### src/rtl/route_sequencer.sv
// Route step sequencer for the train controller.
// Walks a 16-step route, drives the sensor synchronizer's Selector/Enable,
// qualifies the synchronizer's Y through a dwell filter before advancing,
// and trips a sticky watchdog fault when a step never completes.
module route_sequencer #(
  parameter int unsigned DWELL_CYCLES   = 4,
  parameter int unsigned TIMEOUT_CYCLES = 50000000,
  parameter int unsigned CNT_W          = 26
) (
  input  logic       clk,
  input  logic       reset,
  input  logic       start,
  input  logic       stop,
  input  logic       clear_fault,
  input  logic       sync_y,
  output logic [4:0] selector,
  output logic       sync_en,
  output logic       run,
  output logic       dir,
  output logic       busy,
  output logic       lap_done,
  output logic       fault
);

  localparam logic [2:0] S_IDLE    = 3'd0;
  localparam logic [2:0] S_SETTLE  = 3'd1;
  localparam logic [2:0] S_WAIT    = 3'd2;
  localparam logic [2:0] S_DWELL   = 3'd3;
  localparam logic [2:0] S_ADVANCE = 3'd4;
  localparam logic [2:0] S_FAULT   = 3'd5;

  // Last timeout count before the watchdog trips.
  localparam logic [CNT_W-1:0] TIMEOUT_LAST = CNT_W'(TIMEOUT_CYCLES - 1);
  // Dwell count that, with one more qualifying cycle, completes the step.
  localparam logic [7:0]       DWELL_LAST   = 8'(DWELL_CYCLES - 1);

  logic [2:0]       state, state_n;
  logic [3:0]       step, step_n;
  logic [7:0]       dwell_cnt, dwell_n;
  logic [CNT_W-1:0] timeout_cnt, timeout_n;
  logic             lap_n;
  logic             do_advance;
  logic             active;
  logic             run_n, busy_n, fault_n;

  logic             sync_en_q, run_q, dir_q, busy_q, lap_q, fault_q;

  // Current state drives the synchronizer Enable toggling.
  assign active = (state == S_SETTLE) || (state == S_WAIT) || (state == S_DWELL);

  // Next-state, step and counter logic; stop outranks sync_y, which outranks the timeout.
  always_comb begin
    state_n    = state;
    step_n     = step;
    dwell_n    = dwell_cnt;
    timeout_n  = timeout_cnt;
    lap_n      = 1'b0;
    do_advance = 1'b0;

    case (state)
      S_IDLE: begin
        if (start && !stop) begin
          state_n = S_SETTLE;
        end
      end

      S_SETTLE: begin
        if (stop) begin
          state_n   = S_IDLE;
          dwell_n   = '0;
          timeout_n = '0;
        end else begin
          state_n = S_WAIT;
        end
      end

      S_WAIT: begin
        if (stop) begin
          state_n   = S_IDLE;
          dwell_n   = '0;
          timeout_n = '0;
        end else if (sync_y) begin
          if (DWELL_CYCLES == 1) begin
            do_advance = 1'b1;
          end else begin
            state_n = S_DWELL;
            dwell_n = 8'd1;
          end
        end else if (timeout_cnt == TIMEOUT_LAST) begin
          state_n = S_FAULT;
        end else begin
          timeout_n = timeout_cnt + 1'b1;
        end
      end

      S_DWELL: begin
        if (stop) begin
          state_n   = S_IDLE;
          dwell_n   = '0;
          timeout_n = '0;
        end else if (sync_y) begin
          if (dwell_cnt == DWELL_LAST) begin
            do_advance = 1'b1;
          end else begin
            dwell_n = dwell_cnt + 8'd1;
          end
        end else begin
          // Timeout count is deliberately kept so a bouncing sensor cannot defeat the watchdog.
          state_n = S_WAIT;
          dwell_n = '0;
        end
      end

      S_ADVANCE: begin
        dwell_n   = '0;
        timeout_n = '0;
        state_n   = stop ? S_IDLE : S_SETTLE;
      end

      S_FAULT: begin
        if (clear_fault) begin
          state_n   = S_IDLE;
          timeout_n = '0;
        end
      end

      default: begin
        state_n   = S_IDLE;
        dwell_n   = '0;
        timeout_n = '0;
      end
    endcase

    // The step increments on entry to ADVANCE so a stop during ADVANCE keeps it.
    if (do_advance) begin
      state_n   = S_ADVANCE;
      step_n    = step + 4'd1;
      lap_n     = (step == 4'hF);
      dwell_n   = '0;
      timeout_n = '0;
    end
  end

  // Registered outputs are derived from the next state so they line up with it.
  always_comb begin
    run_n   = (state_n == S_SETTLE) || (state_n == S_WAIT) || (state_n == S_DWELL);
    busy_n  = (state_n != S_IDLE) && (state_n != S_FAULT);
    fault_n = (state_n == S_FAULT);
  end

  // State, counters and output registers with synchronous reset.
  always_ff @(posedge clk) begin
    if (reset) begin
      state       <= S_IDLE;
      step        <= '0;
      dwell_cnt   <= '0;
      timeout_cnt <= '0;
      sync_en_q   <= 1'b0;
      run_q       <= 1'b0;
      dir_q       <= 1'b0;
      busy_q      <= 1'b0;
      lap_q       <= 1'b0;
      fault_q     <= 1'b0;
    end else begin
      state       <= state_n;
      step        <= step_n;
      dwell_cnt   <= dwell_n;
      timeout_cnt <= timeout_n;
      sync_en_q   <= active ? ~sync_en_q : sync_en_q;
      run_q       <= run_n;
      dir_q       <= step_n[3];
      busy_q      <= busy_n;
      lap_q       <= lap_n;
      fault_q     <= fault_n;
    end
  end

  assign selector = {1'b0, step};
  assign sync_en  = sync_en_q;
  assign run      = run_q;
  assign dir      = dir_q;
  assign busy     = busy_q;
  assign lap_done = lap_q;
  assign fault    = fault_q;

endmodule

### config.mk
export PLATFORM = sky130hd
export DESIGN_NAME = route_sequencer
export DESIGN_NICKNAME = d
export VERILOG_FILES = /design/src/rtl/route_sequencer.sv
export SDC_FILE = /design/constraint.sdc
export NUM_CORES = 1
export LEC_CHECK = 0
export BUFFER_PORTS_ARGS = -buffer_cell sky130_fd_sc_hd__buf_2
export CORE_ASPECT_RATIO = 1.1
export CORE_MARGIN = 3
export CORE_UTILIZATION = 27
export DETAILED_ROUTE_END_ITERATION = 16
export GPL_TIMING_DRIVEN = 0
export PLACE_DENSITY_LB_ADDON = 0.3
export SLEW_MARGIN = 10
export SYNTH_ARGS = -nofsm -noshare
export SYNTH_HDL_FRONTEND = slang
export SYNTH_SLANG_ARGS = --single-unit
### constraint.sdc
create_clock -name clk -period 2.21 [get_ports clk]
set_input_delay 0 -clock clk [delete_from_list [all_inputs] [get_ports clk]]
set_output_delay 0 -clock clk [all_outputs]
set_load 0.03 [all_outputs]
# Word level (Yosys, flattened, before mapping)
# Index checks and enable logic that the tools add are counted.
# word_totals
ff_bits	46
mem_bits_ro	0
ram_bits	0
in_bits	6
mem_count	0
latch_bits	0
output_inout_bits	11
elab_cells	80
# op_classes
n_bitwise	4
add_sub_neg	3
mux	28
n_shift	0
multipliers	0
eq_ne	20
magnitude_cmp	0
n_reduce_logical	15
div_mod_pow	0
# ops
cell	count
$mux W26	5
$pmux W26 S4	1
$mux W8	6
$pmux W8 S4	1
$add A26 B1 Y26 const B	1
$eq A26 B26 Y1 const B	1
$mux W3	8
$pmux W3 S6	1
$eq A3 B2 Y1 const B	4
$ne A3 B3 Y1 const B	4
$eq A3 B3 Y1 const B	3
$add A8 B1 Y8 const B	1
$eq A8 B2 Y1 const B	1
$reduce_or A2 Y1	4
$eq A3 B1 Y1 const B	2
$mux W1	5
$reduce_and A5 Y1	1
$add A4 B1 Y4 const B	1
$eq A4 B4 Y1 const B	1
$logic_or A1 B1 Y1	4
$ne A2 B2 Y1 const B	2
$ne A4 B4 Y1 const B	1
$not A1 Y1	4
$reduce_and A4 Y1	1
other kinds (6)	7

# Longest topological paths before layout
# depth
depth_word	9
ltp_mapped	8
depth_no_buf	7

# Least setup slack after synthesis
# Ideal clock, no wire load.
# synth_timing
path_kind	reg2reg
from	register timeout_cnt[20]
to	register timeout_cnt[8]
period_less_slack_ns	2.090
t_required_ns	2.081
stages_incl_launch_ff	8
path_buffers	1
path_slack_ns	0.120
arrival_ns	1.961
setup_time_ns	0.129
path_cell_list	dfxtp_1 > nand4_1 > or4b_4 > or4_4 > buf_6 > nand4_1 > xor2_1 > nor2_1
# synth_via
elab_chain_cells	3
# synth_lines
item	line_no	source
from (decl)	40	logic [CNT_W-1:0] timeout_cnt, timeout_n;
from (signal assigned)	168	timeout_cnt <= timeout_n;
$eq A26 B26 Y1	89	end else if (timeout_cnt == TIMEOUT_LAST) begin
$ne A3 B3 Y1 (no source line)	-	
$reduce_and A5 Y1 (no source line)	-	
# No other way between the ends.
# A chain may end at the register's enable or synchronous reset.

# Worst setup path after layout
# layout_timing
from	register timeout_cnt[21]
to	register timeout_cnt[7]
# Same word-level chain as after synthesis.

==> run_results.csv <==
group,metric,value,unit
final_layout,final_util,33.4,%
final_layout,final_area,0.00270,sq mm
timing,worst_slew_pin_slew,0.638,ns
pwr,vdd_drop_max,211,uV
routing,detailroute.via_count,1894,
critical_path,path_class,"reg -> reg",
clock_network,path_clk_slew,0.09,ns
critical_path,crit_start,"timeout_cnt[21]$_SDFFE_PP0P_",
yosys,synth_top_area_share,40.0,%
yosys,synth_edf_count,0,
worst_hold_path,worstHoldPathCells,4,
critical_path,path_max_fanout,10,
final_layout,fillers,857,
timing,final.setup.tns,0,ns
yosys,synthCells,269,
pwr,pwr-share-clk,34.3,%
yosys,yosysTopAreaCell,"dfxtp_1",
final_layout,nNetsFinal,302,
status,status,"finished clean",
placement,routabilityCongestion,0.791,
pwr,p_leak,1.02,nW
critical_path,endpoint_kind,"register",
yosys,ys_seq_elements,46,
clock_network,cts-buffers-inserted,5,
yosys,synth.distinct_cells,45,
critical_path,timing.rr.end,"timeout_cnt[7]$_SDFFE_PP0P_",
floorplan,num_io_pins,17,
grt,grt_pass1_wl,8.28,mm
routing,drcViolationCount,0,
grt,groute.usage.overall,10.4,%
yosys,synth_nets,278,
floorplan,start_util,28.5,%
routing,routedWlPerCell,11.9,um
grt,overflow,0,
yosys,synthTopCellsByCount,"46 x dfxtp_1, 46 x nor2_1, 26 x xor2_1",
pwr,switchingPower,0.000327,W
clock_network,root_buffer,"clkbuf_8",
critical_path,required,2.40,ns
critical_path,timing.rr.start,"timeout_cnt[21]$_SDFFE_PP0P_",
clock_network,htreeDepth,2,
placement,port_buffers,15,
yosys,synth.area.top_cells,"dfxtp_1 40%, xor2_1 9.9%, nor2_1 7.5%",
routing,dr.pass1.iters,4,
final_layout,final_layout_size_suffix_gt1_share,20.8,%
timing,clock_skew,0.00843,ns
yosys,yosys_warnings,0,
floorplan,die_y,103,um
pwr,p_seq_share,59.7,%
placement,placed_area,0.00251,sq mm
grt,grt_max_degree,14,
pwr,swShare,23.3,%
timing,hold_viol,0,
grt,grt_antenna_before_repair,0,
critical_path,critPathArrivalTime,2.30,ns
timing,drv_slew,0,
floorplan,fp.coreArea,0.00808,sq mm
clock_network,insertion_delay,0.30,ns
pwr,power.internal,0.00107,W
routing,dr.first_iter.drc_count,93,
final_layout,antenna_cells,0,
critical_path,r2r_slack,0.10,ns
yosys,synth_flop_cell,"dfxtp_1",
yosys,async_reset_ff_share,0,%
yosys,avgSynthCellArea,8.56,sq um
routing,antenna_left,0,
routing,wirelength,4.76,mm
pwr,power_frac_comb,6.0,%
critical_path,crit_path_end,"timeout_cnt[7]$_SDFFE_PP0P_",
yosys,yosysSeqAreaShare,40.0,%
floorplan,die_area,0.00968,sq mm
worst_hold_path,hp-class,"in -> reg",
critical_path,r2r_cells,7,
grt,grt_pass1_vias,1858,
yosys,syn-cell-area,0.00230,sq mm
timing,fin_crit_sh,95.3,%
clock_network,clk_path_buf_depth,2,
pwr,power.density,519,mW/mm^2
job,drv_cap,0,
placement,dp_hpwl,3.36,mm
timing,fmax,0.475,GHz
floorplan,rows,34,
clock_network,cts.sinks,46,
critical_path,crit_path_start_kind,"register",
timing,rsz0062_at_grt,"yes",
timing,setup_viol,0,
floorplan,fp.dieW,94.1,um
clock_network,cts_tree,"done",
timing,fin_crit,2.11,ns
routing,vias_per_cell,4.72,
timing,whs,0.161,ns
timing,slew-limit-headroom,57.2,%
pwr,fin_total_pwr,0.00140,W
final_layout,areaGrowthSynthToFinish,17.3,%
-- worst min-delay path by stage --
| stage | start | endpoint | slack, ns |
|---|---|---|---|
| after CTS | stop | busy$_SDFF_PP0_ | 0.15 |
| after global placement | reset | state[1]$_SDFF_PP0_ | 0.24 |
| after floorplan | reset | state[1]$_SDFF_PP0_ | 0.08 |
| after detailed placement | reset | state[1]$_SDFF_PP0_ | 0.23 |
| final | stop | busy$_SDFF_PP0_ | 0.16 |
| after global routing | stop | busy$_SDFF_PP0_ | 0.19 |
-- placed cells by master, fill, tap and decap left out, types with 8 or more instances in the layout --
master   count
and3_1      13
buf_2       17
dfxtp_1     42
nand2_1     13
nand3_1     13
nand4_1     14
nor2_1      44
o21ai_0      8
xor2_1      26
-- sequential cells by signal, indices dropped and copies added (netlist names) --
name and cells:
dwell_cnt 8, timeout_cnt 26, lap_done 1, fault 1, run 1, busy 1, state 3, sync_en 1
step 4
-- worst max-delay path, stage by stage, from the launching register on --
cell and delay [ns]:
dfxtp_2 0.36, nand4_1 0.14, or4b_4 0.53, or4_4 0.47, buf_6 0.17, nand4_1 0.10
xor2_1 0.17, nor2_1 0.05
-- power groups by stage --
stage | clock (W) | combinational, W | sequential (W)
6_report | 0.000481 | 0.0000842 | 0.000836
5_1_grt | 0.000537 | 0.0000937 | 0.000837
4_1_cts | 0.000510 | 0.0000819 | 0.000836
3_5_place_dp | 0 | 0.0000762 | 0.000857
3_3_place_gp | 0 | 0.0000764 | 0.000857
2_1_floorplan | 0 | 0.0000474 | 0.000862
-- metrics by stage --
step | cells | worst slack, ns
after floorplan | 269 | 0.120
after global placement | 392 | -0.266
after detailed placement | 392 | -0.282
after CTS | 401 | -0.00188
after global routing | 401 | -0.00877
final | 401 | 0.103
-- per-layer routing --
metal	routed length, um	global-route usage [%]	vias up
met4	54	3.44	0
met5	0	0	-
met3	159	2.48	7
met1	2370	13.6	879
met2	2170	17.0	26
li1	-	-	982
-- timing repair --
| action | CTS | global route |
|---|---|---|
| hold endpoints to repair | 2 | 0 |
| gates resized for setup | 11 | 14 |
| setup endpoints to repair | 25 | 28 |
| hold buffers | 1 | 0 |
| buffers inserted | 1 | 1 |
| pin swaps | 0 | 4 |
-- cells by family after synthesis --
group / share of synthesized area (%)
AO/OA/AOI/OAI: 7.06
other: 0.163
adder cells (fa/ha/maj): 1.63
buffers and inverters: 5.11
multiplexers: 1.30
flip-flops: 40.0
XOR/XNOR: 11.8
AND/OR/NAND/NOR: 33.0
-- area by class of cell --
type	count	area (sq um)	share of cell area (%)
Timing Repair Buffer	18	100	3.71
Tap cell	108	135	5.00
Multi-Input combinational cell	203	1330	49.2
Buffer	12	103	3.80
Clock buffer	5	68.8	2.55
Sequential cell	46	928	34.4
Inverter	7	26.3	0.973
Clock inverter	2	10.0	0.371
(Power assumes the default switching activity.)
